$ cat config.mk
export PLATFORM = sky130hd
export DESIGN_NAME = universal_shift_register
export DESIGN_NICKNAME = d
export VERILOG_FILES = /design/src/rtl/universal_shift_register.sv
export SDC_FILE = /design/constraint.sdc
export NUM_CORES = 1
export LEC_CHECK = 0
export BUFFER_PORTS_ARGS = -buffer_cell sky130_fd_sc_hd__buf_2
export CAP_MARGIN = 30
export CORE_MARGIN = 10
export CORE_UTILIZATION = 53
export DETAILED_ROUTE_END_ITERATION = 10
export PLACE_DENSITY = 0.81
export SYNTH_ARGS = -nofsm -noshare
export SYNTH_HDL_FRONTEND = slang
export SYNTH_SLANG_ARGS = --single-unit
export TNS_END_PERCENT = 10
$ cat constraint.sdc
create_clock -name clk -period 3.2 [get_ports clk]
set_clock_uncertainty 0.05 [all_clocks]
set_input_delay 0.64 -clock clk [delete_from_list [all_inputs] [get_ports clk]]
set_output_delay 0.64 -clock clk [all_outputs]
set_load 0.02 [all_outputs]
$ cat src/rtl/universal_shift_register.sv
// WIDTH-bit universal shift register: parallel load, logical shifts with serial in,
// rotates and clear, plus a saturating shift counter for SIPO/PISO framing.
module universal_shift_register #(
  parameter int               WIDTH       = 8,
  parameter logic [WIDTH-1:0] RESET_VALUE = '0
) (
  input  logic                         clk,
  input  logic                         rst,
  input  logic                         en,
  input  logic [2:0]                   mode,
  input  logic [WIDTH-1:0]             d,
  input  logic                         sin_l,
  input  logic                         sin_r,
  output logic [WIDTH-1:0]             q,
  output logic                         sout_msb,
  output logic                         sout_lsb,
  output logic [$clog2(WIDTH+1)-1:0]   shift_count,
  output logic                         count_done
);

  localparam int             CW        = $clog2(WIDTH + 1);
  localparam logic [CW-1:0]  COUNT_MAX = CW'(WIDTH);

  typedef enum logic [2:0] {
    MODE_HOLD  = 3'b000,
    MODE_LOAD  = 3'b001,
    MODE_SHL   = 3'b010,
    MODE_SHR   = 3'b011,
    MODE_ROL   = 3'b100,
    MODE_ROR   = 3'b101,
    MODE_CLEAR = 3'b110,
    MODE_RSVD  = 3'b111
  } mode_t;

  logic [WIDTH-1:0] q_p0;
  logic [CW-1:0]    count_p0;
  logic [WIDTH-1:0] q_nxt;
  logic [CW-1:0]    count_nxt;

  // Count sticks at WIDTH so count_done stays asserted while extra shifts run.
  function automatic logic [CW-1:0] sat_inc(input logic [CW-1:0] c);
    return (c == COUNT_MAX) ? c : c + CW'(1);
  endfunction

  always_comb begin
    q_nxt     = q_p0;
    count_nxt = count_p0;
    if (en) begin
      case (mode_t'(mode))
        MODE_LOAD: begin
          q_nxt     = d;
          count_nxt = '0;
        end
        MODE_SHL: begin
          q_nxt     = {q_p0[WIDTH-2:0], sin_l};
          count_nxt = sat_inc(count_p0);
        end
        MODE_SHR: begin
          q_nxt     = {sin_r, q_p0[WIDTH-1:1]};
          count_nxt = sat_inc(count_p0);
        end
        MODE_ROL: begin
          q_nxt     = {q_p0[WIDTH-2:0], q_p0[WIDTH-1]};
          count_nxt = sat_inc(count_p0);
        end
        MODE_ROR: begin
          q_nxt     = {q_p0[0], q_p0[WIDTH-1:1]};
          count_nxt = sat_inc(count_p0);
        end
        MODE_CLEAR: begin
          q_nxt     = RESET_VALUE;
          count_nxt = '0;
        end
        default: begin
          q_nxt     = q_p0;
          count_nxt = count_p0;
        end
      endcase
    end
  end

  // Stage p0: register bank and shift counter
  always_ff @(posedge clk) begin
    if (rst) begin
      q_p0     <= RESET_VALUE;
      count_p0 <= '0;
    end else begin
      q_p0     <= q_nxt;
      count_p0 <= count_nxt;
    end
  end

  assign q           = q_p0;
  assign sout_msb    = q_p0[WIDTH-1];
  assign sout_lsb    = q_p0[0];
  assign shift_count = count_p0;
  assign count_done  = (count_p0 == COUNT_MAX);

endmodule
==> results.toml, run 1 <==
[die]
dieArea_mm2 = 0.00382
die_w_um = 61.8
core_area_mm2 = 0.00169
initial_core_util = 0.547
rows = 15
die_h_um = 61.8
io_pins = 31

[global_route]
gr-total-overflow = 0
track_usage = 0.117
antenna_found_initial = 0
grt_pass1_vias = 821
grt_pass1_wl_mm = 3.55
grt_max_degree = 17

[yosys]
yosysTopAreaCellShare = 0.260
ys_ff_latch = 12
async_reset_ff_frac = 0
ys.flop_type = "dfxtp_1"
synth_enable_flop_cells = 0
netlist_area_um2 = 925
synth.avg_cell_area_um2 = 8.98
synth_area_leaders = "dfxtp_1 (26%), a211oi_2 (8.1%), nor2_1 (7.3%), mux2i_1 (6.5%), a21oi_1 (4.9%)"
syn-num-nets = 122
synthTopCellsByCount = "nor2_1 (18), dfxtp_1 (12), a21oi_1 (9)"
yosysSeqAreaShare = 0.260
ys_warn_count = 0
synth.most_common_cell = "nor2_1"
synthCells = 103
synth_area_leader_cell = "dfxtp_1"
synth_cell_types = 35

[clock_network]
post_cts_buffers = 0
cts_tree = "built"
path_clk_slew_ps = 80
clockBufferDepth = 2
cts_inserted_buffers = 3
htreeDepth = 1
cts_resized = 0
cts_sinks = 12
cts_hold_buf = 0
clkLatencyLatePin_ps = 270
cts_root_buf = "clkbuf_4"

[placement]
numPortBuffers = 30
dpl.hpwl_mm = 1.65
place_inst = 143
place.gp.congestion = 0.731
dpl-instance-area_mm2 = 0.00104
preCtsSetupSlack_ps = 915

[sta]
max_clock_freq_mhz = 497
fin_setup_tns_ps = 0
timing.hold.ws_ps = 461
tightest_slew_ps = 532
rsz0062_at_grt = "no"
final_max_slew_viol_count = 0
timing_hold_violations_final = 0
finalSetupViolCount = 0
min_period_ps = 2010
fin_crit_sh = 0.629
fin_ws_ps = 1190
relSlewSlack = 0.643

[layout]
drive_gt1_frac = 0.362
final_util = 0.636
area_growth_pct = 16.1
fin_cells = 147
antenna_cells = 0
stdcell_area_mm2 = 0.00107
nNetsFinal = 150

[power_and_ir_drop]
irDropWorstVdd_v = 0.000317
power_density_mw_per_mm2 = 375
report.power.total_mw = 0.403
power_leakage_nw = 0.486

[critical_path]
critPathBufInv = 2
cp.required_ps = 2510
path_cells = "inv_1 -> ha_1 -> and3b_4 -> buf_2"
crit_arrival_ps = 1320
critPathTopFamily = "flip-flops"
worst_setup_path_start_kind = "register"
crit_type = "reg2out"
worst_setup_path_end_kind = "output port"
cp_max_fo = 6
slowest_stage = "dfxtp_1"
critPathMaxStageDelay_ps = 420

[routing]
totalWireLength_mm = 2.11
wl_met3_um = 117
wl_per_cell_um = 14.4
dr.pass1.iters = 4
top_layer = "met4"
post-route-drc-count = 0
m1WireLength_um = 988
drt_iter0_markers = 23
wl_met2_um = 998
via_per_inst = 5.68
ant_nets = 0
num_vias = 835

[outcome]
run_status = "finished clean"

[flow_run]
max-cap-violations = 0

[worst_hold_path]
hold_path.class = "reg2reg"
## flip-flops by register name (all words and copies together), names as in the netlist
name and flops:
shift_count 4, q 8
## where the power goes
group	switching, mW	internal (mW)
Clock	0.0556	0.0691
Sequential	0.0101	0.158
Combinational	0.0651	0.0445
Total	0.131	0.272
## routing by layer
| layer | global-route usage | up-vias |
|---|---|---|
| li1 | - | 429 |
| met1 | 0.152 | 388 |
| met2 | 0.186 | 16 |
| met3 | 0.0346 | 2 |
| met4 | 0.0287 | 0 |
| met5 | 0 | - |
## worst register-to-register path, cell delays in order, from the launching register on
cell       delay, ps
dfxtp_1          420
inv_1             70
ha_1             200
and3b_4          190
a2111oi_4        430
a32oi_1          160
nor2_1           100
## cell type report
cell class / instances / area [um2]
Clock buffer: 4 / 36.3
Multi-Input combinational cell: 78 / 603
Inverter: 6 / 22.5
Timing Repair Buffer: 30 / 150
Tap cell: 17 / 21.3
Fill cell: 145 / 616
Sequential cell: 12 / 240
## layout by cell type, fill, tap and decap left out
cell       count
nor3b_4        1
o21ai_1        1
a2111oi_4      1
ha_1           3
a32o_1         1
nor2_1        18
o311ai_0       3
o221ai_1       1
clkbuf_8       1
and3b_4        2
a22oi_1        2
buf_2         30
o311ai_1       1
nand2b_1       3
nor2b_1        3
or4bb_1        1
and2b_2        1
o21ai_0        2
a31o_1         1
o31a_4         1
and4_2         1
and2b_1        2
mux2i_1        6
a21oi_1        9
xnor2_1        1
clkbuf_4       3
a211oi_2       6
or3b_1         1
dfxtp_1       12
nand3b_1       1
nor3b_1        1
nand2_1        2
nand3_1        1
inv_1          6
a32oi_1        1
## cells by family (layout without fill, tap and decap cells)
group                    count (synthesis)  after routing  synth area share
AO/OA/AOI/OAI                           30             30             0.288
XOR/XNOR                                 1              1           0.00947
adder cells (fa/ha/maj)                  3              3            0.0406
buffers and inverters                   13             40            0.0879
flip-flops                              12             12             0.260
multiplexers                             6              6            0.0650
AND/OR/NAND/NOR                         38             38             0.249
## path summary, 6_finish.rpt
kind	start	end	slack [ps]	depth (start not counted)
max reg2reg	shift_count[0]	shift_count[1]	1520	6
min reg2reg	q[0]	q[0]	460	2
max	shift_count[0]	count_done	1190	4
min	q[0]	q[0]	460	2
(Power assumes the default switching activity.)
==> inputs of run 2 (changes only) <==
- ABC_AREA: default -> 1
- CORE_UTILIZATION: 53 -> 44
- PLACE_DENSITY: 0.81 -> 0.73
- clock period: 3.2 -> 1.85 ns (I/O delays scaled with it)
==> results.toml, run 2 <==
[die]
die_h_um = 64.6
dieArea_mm2 = 0.00418
rows = 16
die_w_um = 64.6
io_pins = 31
core_area_mm2 = 0.00192
initial_core_util = 0.456

[critical_path]
r2r_end = "shift_count[1]"
r2r-start = "shift_count[0]"
worst_setup_path_end_kind = "output port"
reg2reg_setup_slack_ps = 420
crit_arrival_ps = 1230
reg2reg_depth = 12
cp.required_ps = 1430
slowest_stage = "dfxtp_1"
cp_max_fo = 5
path_cells = "inv_1 -> ha_1 -> nand2_1 -> nor2_1 -> buf_2"
crit_path_end = "count_done"
crit_type = "reg2out"
crit_start = "shift_count[0]"
worst_setup_path_start_kind = "register"
critPathMaxStageDelay_ps = 400

[clock_network]
path_clk_slew_ps = 90
cts_inserted_buffers = 3
cts_sinks = 12
cts_resized = 0
htreeDepth = 1
cts_root_buf = "clkbuf_4"
clkLatencyLatePin_ps = 280
cts_hold_buf = 0
cts_tree = "built"
post_cts_buffers = 0
clockBufferDepth = 2

[routing]
dr.pass1.iters = 4
post-route-drc-count = 0
wl_per_cell_um = 11.4
via_per_inst = 4.80
drt_iter0_markers = 54
wl_met3_um = 177
ant_nets = 0
wl_met2_um = 967
num_vias = 945
top_layer = "met4"
totalWireLength_mm = 2.25
m1WireLength_mm = 1.06

[sta]
fin_setup_tns_ps = 0
fin_crit_sh = 0.891
max_clock_freq_mhz = 606
min_period_ps = 1650
final_max_slew_viol_count = 0
fin_ws_ps = 201
timing_hold_violations_final = 0
timing.hold.ws_ps = 266
rsz0062_at_grt = "no"
finalSetupViolCount = 0
relSlewSlack = 0.816
tightest_slew_ps = 275

[layout]
largest_reg_flops = 8
area_growth_pct = 20.9
fin_cells = 197
antenna_cells = 0
layout_commonest_cell = "nand2_1"
layout_common_cells = "nand2_1 (42), buf_2 (30), nor2_1 (18)"
drive_gt1_frac = 0.271
nNetsFinal = 190
stdcell_area_mm2 = 0.00106

[worst_hold_path]
hold_path.class = "in2reg"

[yosys]
synthTopCellsByCount = "nand2_1 (42), nor2_1 (18), inv_1 (15)"
synth.most_common_cell = "nand2_1"
async_reset_ff_frac = 0
yosysTopAreaCellShare = 0.274
ys_warn_count = 0
synth_area_leaders = "dfxtp_1 (27%), nand2_1 (18%), nor2_1 (7.7%), inv_1 (6.4%), nand3_1 (4.6%)"
synth_enable_flop_cells = 0
synth.avg_cell_area_um2 = 6.26
netlist_area_um2 = 876
yosysSeqAreaShare = 0.274
ys.flop_type = "dfxtp_1"
synth_cell_types = 20
synth_area_leader_cell = "dfxtp_1"
synthCells = 140
syn-num-nets = 159
ys_ff_latch = 12

[placement]
dpl-instance-area_mm2 = 0.00102
preCtsSetupSlack_ps = 207
place.gp.congestion = 0.750
numPortBuffers = 30
dpl.hpwl_mm = 1.79
place_inst = 193

[global_route]
antenna_found_initial = 0
gr-total-overflow = 0
grt_max_degree = 10
grt_pass1_wl_mm = 3.87
grt_pass1_vias = 882
track_usage = 0.113

[outcome]
run_status = "finished clean"

[power_and_ir_drop]
irDropWorstVdd_v = 0.000495
power_density_mw_per_mm2 = 660
power_leakage_nw = 0.586

[flow_run]
max-cap-violations = 0
[run 2: changes by cell type in the layout (fill, tap and decap cells not counted), sizes merged, moves of 4 or more]
cell and change:
nor3 +6, inv +12, a211oi -6, mux2i -6, o21ai +5, nand2 +45, nand3 +8, nand4 +6
a21oi -4, o311ai -4
[run 2: kinds of logic after synthesis]
| logic type | Yosys count | share of synthesized area |
|---|---|---|
| AOI/OAI and AO/OA | 13 | 0.0871 |
| adders and majority gates | 3 | 0.0429 |
| and+or+nand+nor | 87 | 0.446 |
| buffers and inverters | 23 | 0.130 |
| DFF | 12 | 0.274 |
| xor gates and xnor gates | 2 | 0.0200 |
[run 2: power by group]
group,internal (mW),switching (mW),leakage [nW],total [mW]
combinational,0.0660,0.120,0.467,0.186
sequential,0.276,0.0183,0.0984,0.294
clock,0.120,0.0983,0.0210,0.218
total,0.462,0.237,0.586,0.698
[run 2: how the worst min path moves through the flow]
stage	endpoint	cells after the start	startpoint	slack [ps]
after floorplan	q[0]	1	rst	390
after global placement	shift_count[3]	2	shift_count[3]	450
after detailed placement	shift_count[3]	2	shift_count[3]	450
after CTS	shift_count[2]	2	rst	260
after global routing	shift_count[2]	2	rst	260
final	shift_count[2]	2	rst	270
[run 2: per-layer routing]
metal / vias to the layer above / track usage
li1: 506 / -
met1: 407 / 0.139
met2: 28 / 0.163
met3: 4 / 0.0447
met4: 0 / 0.0642
met5: - / 0
[run 2: per-stage QoR]
step	util	power [mW]
after detailed placement	0.532	0.487
after floorplan	-	0.431
after global placement	0.532	0.484
after CTS	0.551	0.706
final	0.551	0.698
after global routing	0.551	0.740
[run 2: area by class of cell]
class	count	area, um2
clock buffers	4	36.3
fillers	214	863
inverters	19	76.3
multi-input cells	105	522
flip-flops and latches	12	240
well taps	27	33.8
repair buffers	30	150
[run 2: worst max-delay path: cells and delay by family, from the launching register on]
family                   cells  cell delay, ps
flip-flops                   1             400
buffers and inverters        2             240
adder cells (fa/ha/maj)      1             190
AND/OR/NAND/NOR              2             120
